--- src/rtl/irq_ctrl.sv ---
// Interrupt controller: per-channel enable and edge/level capture, fixed-priority
// arbitration (lowest index wins), vector ID with ack handshake, bus-mapped registers.
module irq_ctrl #(
  parameter int unsigned NUM_IRQ   = 8,
  parameter logic [15:0] BASE_ADDR = 16'h1100
) (
  input  logic               clk,
  input  logic               rst,
  input  logic [15:0]        address,
  input  logic [7:0]         din,
  input  logic               w_en,
  input  logic               r_en,
  output logic [7:0]         dout,
  input  logic [NUM_IRQ-1:0] irq_src,
  output logic [NUM_IRQ-1:0] irq_src_clr,
  output logic               irq_req,
  output logic [2:0]         irq_id,
  input  logic               irq_ack
);

  localparam logic [15:0] AddrEnable  = BASE_ADDR;
  localparam logic [15:0] AddrMode    = BASE_ADDR + 16'd1;
  localparam logic [15:0] AddrPending = BASE_ADDR + 16'd2;
  localparam logic [15:0] AddrStatus  = BASE_ADDR + 16'd3;
  localparam logic [15:0] AddrSwtrig  = BASE_ADDR + 16'd4;

  logic [NUM_IRQ-1:0] enable_q, enable_d;
  logic [NUM_IRQ-1:0] mode_q, mode_d;
  logic [NUM_IRQ-1:0] pending_q, pending_d;
  logic [NUM_IRQ-1:0] src_q;
  logic [NUM_IRQ-1:0] clr_q, clr_d;
  logic [7:0]         dout_q, dout_d;
  logic               req_q, req_d;
  logic [2:0]         id_q, id_d;

  logic sel_enable, sel_mode, sel_pending, sel_status, sel_swtrig;
  logic [NUM_IRQ-1:0] din_ch;
  logic [NUM_IRQ-1:0] set_hw, set_sw, set_all;
  logic [NUM_IRQ-1:0] w1c, ack_vec, act;
  logic               ack_valid;
  logic [2:0]         win_id;
  logic [7:0]         enable_rd, mode_rd, pending_rd, status_rd;

  // Address decode
  always_comb begin
    sel_enable  = (address == AddrEnable);
    sel_mode    = (address == AddrMode);
    sel_pending = (address == AddrPending);
    sel_status  = (address == AddrStatus);
    sel_swtrig  = (address == AddrSwtrig);
    din_ch      = din[NUM_IRQ-1:0];
  end

  // Source capture: edge mode wants a rising edge, level mode just the flag
  always_comb begin
    set_hw  = irq_src & ~(mode_q & src_q);
    set_sw  = (w_en && sel_swtrig) ? din_ch : '0;
    set_all = set_hw | set_sw;
  end

  // Ack only counts while a request is actually presented
  always_comb begin
    ack_valid = irq_ack & req_q;
    ack_vec   = '0;
    for (int i = 0; i < int'(NUM_IRQ); i++) begin
      ack_vec[i] = ack_valid && (id_q == 3'(i));
    end
    w1c = (w_en && sel_pending) ? din_ch : '0;
  end

  // Set beats clear, so a fresh event coinciding with its ack is never lost
  always_comb begin
    clr_d     = ack_vec | w1c;
    pending_d = set_all | (pending_q & ~clr_d);
    enable_d  = (w_en && sel_enable) ? din_ch : enable_q;
    mode_d    = (w_en && sel_mode) ? din_ch : mode_q;
  end

  // Fixed priority: scan downwards so the lowest active index is the last assignment
  always_comb begin
    act    = pending_q & enable_q;
    win_id = '0;
    for (int i = int'(NUM_IRQ) - 1; i >= 0; i--) begin
      if (act[i]) begin
        win_id = 3'(i);
      end
    end
    req_d = |act;
    id_d  = req_d ? win_id : id_q;
  end

  // Byte-wide register views; bits at and above NUM_IRQ read as zero
  always_comb begin
    enable_rd                 = '0;
    mode_rd                   = '0;
    pending_rd                = '0;
    enable_rd[NUM_IRQ-1:0]    = enable_q;
    mode_rd[NUM_IRQ-1:0]      = mode_q;
    pending_rd[NUM_IRQ-1:0]   = pending_q;
    status_rd                 = {req_q, 4'b0000, id_q};
  end

  always_comb begin
    dout_d = '0;
    if (r_en) begin
      if (sel_enable) begin
        dout_d = enable_rd;
      end else if (sel_mode) begin
        dout_d = mode_rd;
      end else if (sel_pending) begin
        dout_d = pending_rd;
      end else if (sel_status) begin
        dout_d = status_rd;
      end
    end
  end

  always_ff @(posedge clk or negedge rst) begin
    if (!rst) begin
      enable_q  <= '0;
      mode_q    <= '0;
      pending_q <= '0;
      src_q     <= '0;
      clr_q     <= '0;
      dout_q    <= '0;
      req_q     <= 1'b0;
      id_q      <= '0;
    end else begin
      enable_q  <= enable_d;
      mode_q    <= mode_d;
      pending_q <= pending_d;
      src_q     <= irq_src;
      clr_q     <= clr_d;
      dout_q    <= dout_d;
      req_q     <= req_d;
      id_q      <= id_d;
    end
  end

  assign dout        = dout_q;
  assign irq_src_clr = clr_q;
  assign irq_req     = req_q;
  assign irq_id      = id_q;

endmodule

--- config.mk ---
export PLATFORM = sky130hd
export DESIGN_NAME = irq_ctrl
export DESIGN_NICKNAME = d
export VERILOG_FILES = /design/src/rtl/irq_ctrl.sv
export SDC_FILE = /design/constraint.sdc
export NUM_CORES = 1
export LEC_CHECK = 0
export ABC_AREA = 1
export CAP_MARGIN = 20
export CELL_PAD_IN_SITES_DETAIL_PLACEMENT = 0
export CELL_PAD_IN_SITES_GLOBAL_PLACEMENT = 1
export CORE_ASPECT_RATIO = 1.4
export CORE_MARGIN = 4
export CORE_UTILIZATION = 40
export CTS_CLUSTER_SIZE = 40
export DETAILED_ROUTE_END_ITERATION = 16
export HOLD_SLACK_MARGIN = 0.08
export PLACE_DENSITY = 0.94
export SYNTH_ARGS = -nofsm -noshare
export SYNTH_HDL_FRONTEND = slang
export SYNTH_SLANG_ARGS = --single-unit
--- constraint.sdc ---
create_clock -name clk -period 2.8 [get_ports clk]
set_input_delay 0.28 -clock clk [delete_from_list [all_inputs] [get_ports clk]]
set_output_delay 0.28 -clock clk [all_outputs]
set_load 0.05 [all_outputs]
; ---- Yosys cells after proc, flatten, opt, wreduce, memory -nomap -nowiden
; Cells that the tools add are included.
[totals]
regBits = 52
input_bits = 37
wordCells = 59
[op_classes]
eq_ne = 12
mux = 15
n_bitwise = 10
n_reduce_logical = 14
[ops]
columns = op, n
row1 = "== test 16 x 13 -> 1 bit, second input constant", 5
row2 = two-way mux 8 bit, 7
row3 = AND 8 bit, 4
row4 = two-way mux 3 bit, 8
row5 = OR 8 bit, 3
row6 = inverter 8 bit, 2
row7 = "== test 3 bit, second input constant", 4
row8 = logical AND 1 bit, 12
row9 = OR reduction 8 bit, 1
row10 = "== test 3 x 2 -> 1 bit, second input constant", 2
row11 = "== test 3 x 1 -> 1 bit, second input constant", 1
row12 = zero test 3 bit, 1
row13 = AND 1 bit, 1

; ---- Depth between registers and ports, before layout
[logic_depth]
ltp_word = 9
mapped_depth = 10

; ---- Least setup slack after synthesis
; No wires, ideal clock.
[synth_path]
kind = input -> register
start = input port address[15]
end = register enable_q[5]
arrival_time_ps = 1178
slack_ps = 1504
stages = 9
n_path_buf = 1
cell_sequence = nor2_1 nand2_2 nor2_8 nand3b_4 inv_2 nand2_4 buf_6 nand2_1 o21ai_2
[synth_via]
elab_chain_cells = 2
[synth_lines]
columns = item, line_no
row1 = from (decl), 9  ; input logic [15:0] address,
row2 = == test 16 x 13 -> 1 bit, 46  ; sel_enable = (address == AddrEnable);
row3 = logical AND 1 bit, 75  ; enable_d = (w_en && sel_enable) ? din_ch : enable_q;
row4 = to (signal assigned), 129  ; enable_q <= enable_d;
row5 = to (decl), 27  ; logic [NUM_IRQ-1:0] enable_q, enable_d;
; Every way passes these cells.
; A chain may end at the register's enable or synchronous reset.

; ---- Worst setup path after layout
[layout_path]
start = register id_q[0] (netlist: irq_id[0])
end = output port irq_id[0]
[layout_lines]
columns = item, line_no
row1 = from (decl), 34  ; logic [2:0] id_q, id_d;
row2 = from (signal assigned), 136  ; id_q <= id_d;
row3 = to (decl), 17  ; output logic [2:0] irq_id,
; No word-level cell between the ends.

==> flow_metrics.tcl <==
set metrics [dict create \
    hold_violations 0 \
    synth-seq-cells 52 \
    layout_commonest_cell "nand2_1" \
    portBuffers 56 \
    crit_family "buffers and inverters" \
    drc 0 \
    place_congestion 0.858 \
    critPathRequiredTime_ns 2.52 \
    setup_tns_ns 0 \
    path_clk_slew_ns 0.09 \
    post-route-period-util 0.687 \
    grt_pass1_wl_um 10400 \
    crit_chain "clkdlybuf4s50_1" \
    status "finished clean" \
    cpMaxStageDelayCell "clkdlybuf4s50_1" \
    post_cts_resized 0 \
    grt_max_degree 53 \
    layout_common_cells "nand2_1 (92), clkdlybuf4s50_1 (55), dfrtp_1 (52)" \
    clk_latency_ns 0.30 \
    via_per_inst 5.05 \
    rows 34 \
    dr.pass1.iters 5 \
    ioPinCount 57 \
    ff2ff_path_depth 5 \
    grt_antenna_before_repair 0 \
    start_util 0.412 \
    hold_slack_ns 0.0760 \
    vias 2207 \
    path_class "reg -> out" \
    cts.path.max_buffers 2 \
    syn_to_final_growth_pct 27.4 \
    final_net_count 401 \
    syn_inst 306 \
    die-height_um 103 \
    worst_slew_pin_slew_ns 0.636 \
    rr_startpoint "enable_q[6]" \
    max_slew_margin 0.576 \
    synthesis.area_um2 2570 \
    hp-class "in -> async" \
    cts_root_buf "clkbuf_8" \
    finClkSkew_ns 0.00676 \
    ir_worst_vdd_mv 0.217 \
    avgSynthCellArea_um2 8.41 \
    post-route-min-period_ns 1.92 \
    critPathCaptureType "primary output" \
    r2r-end "irq_id[0]" \
    cts_hold_buf 0 \
    cap_violations 0 \
    cp-start-kind "flop" \
    drive_gt1_frac 0.104 \
    cts_setup_buffers 0 \
    cts_buffers 5 \
    critPathMaxFanout 6 \
    htreeDepth 2 \
    drt-initial-drc-count 153 \
    power_density_nw_per_um2 403 \
    seq_area_frac_synth 0.505 \
    reg2reg_setup_slack_ns 1.60 \
    core-area_um2 6250 \
    die_area_um2 7800 \
    rsz0062_at_grt "false" \
    p_leak_nw 1.68 \
    slew_violations 0 \
    syn-num-nets 343 \
    cts_tree "done" \
    cp_data_arrival_time_ns 1.64 \
    overflow 0 \
    path_depth 1 \
    slowest_delay_ns 0.85 \
    antennaDiodeCount 0 \
    routedWlPerCell_um 14.3 \
    cp_num_buf_inv 1 \
    routed_wl_um 6260 \
    ant_nets 0 \
    grt_usage 0.172 \
    fmax_mhz 520 \
    dieWidth_um 75.8 \
    synth_cell_types 24 \
    ys.warnings.count 0 \
    setup_viol 0 \
    dp_hpwl_um 4880 \
    first_global_vias 2228 \
    clock-sinks 52 \
]
[report_power, final]
group | total, mW | switching, mW | internal (mW) | leakage [nW]
Combinational | 0.121 | 0.0638 | 0.0571 | 0.974
Clock | 0.440 | 0.239 | 0.201 | 0.0445
Sequential | 0.762 | 0.00422 | 0.758 | 0.666
[cell families after synthesis]
kind of cell,Yosys count,share of synthesized area
buffers and inverters,39,0.0680
AND/OR/NAND/NOR,182,0.341
AO/OA/AOI/OAI,33,0.0855
flip-flops,52,0.505
[how the worst max path moves through the flow]
stage                      startpoint     endpoint  slack [ns]
after floorplan           address[15]  enable_q[5]        1.50
after global placement    address[12]  enable_q[2]        0.66
after detailed placement   address[8]  enable_q[3]        0.66
after CTS                   irq_id[0]    irq_id[0]        0.88
after global routing       address[8]  enable_q[7]        0.81
final                       irq_id[0]    irq_id[0]        0.88
[state kept, by name, indices dropped and copies added (netlist names)]
signal,count
dout,8
mode_q,8
enable_q,8
irq_id,3
irq_req,1
irq_src_clr,8
pending_q,8
src_q,8
[synthesized netlist by cell type, drive strengths merged]
| library cell | instances | share of area |
|---|---|---|
| buf | 7 | 0.019 |
| a21oi | 6 | 0.012 |
| dfrtp | 52 | 0.51 |
| nor4 | 1 | 0.0083 |
| nand3 | 34 | 0.071 |
| o21ai | 26 | 0.071 |
| inv | 31 | 0.045 |
| nand2 | 96 | 0.15 |
| nand4 | 21 | 0.051 |
| nand3b | 1 | 0.0078 |
| o211ai | 1 | 0.0029 |
| nor2 | 29 | 0.055 |
| clkinv | 1 | 0.0034 |
[final cells by class]
| type | instances | area, µm² |
|---|---|---|
| clock buffer | 7 | 86.3 |
| inverter | 32 | 125 |
| fill | 601 | 2970 |
| clock inverter | 1 | 7.51 |
| multi-input combinational | 215 | 1100 |
| sequential | 52 | 1300 |
| timing repair buffer | 58 | 571 |
| tap | 72 | 90.1 |
[through the flow]
step                area (µm²)  setup slack, ns  power, mW   util  instances
floorplan                 2570             1.50      0.814      -        306
global placement          3190            0.659      0.899  0.509        429
detailed placement        3190            0.663      0.900  0.509        429
CTS                       3280            0.876       1.34  0.524        437
global route              3280            0.808       1.38  0.524        437
finish                    3280            0.877       1.32  0.524        437
[layer usage]
layer | up-vias | GRT usage | wire [µm]
met5 | - | 0 | 0
met3 | 9 | 0.0224 | 261
met2 | 64 | 0.286 | 3160
met4 | 0 | 0.0525 | 81
met1 | 1018 | 0.230 | 2760
li1 | 1116 | - | -
(Power assumes the default switching activity.)
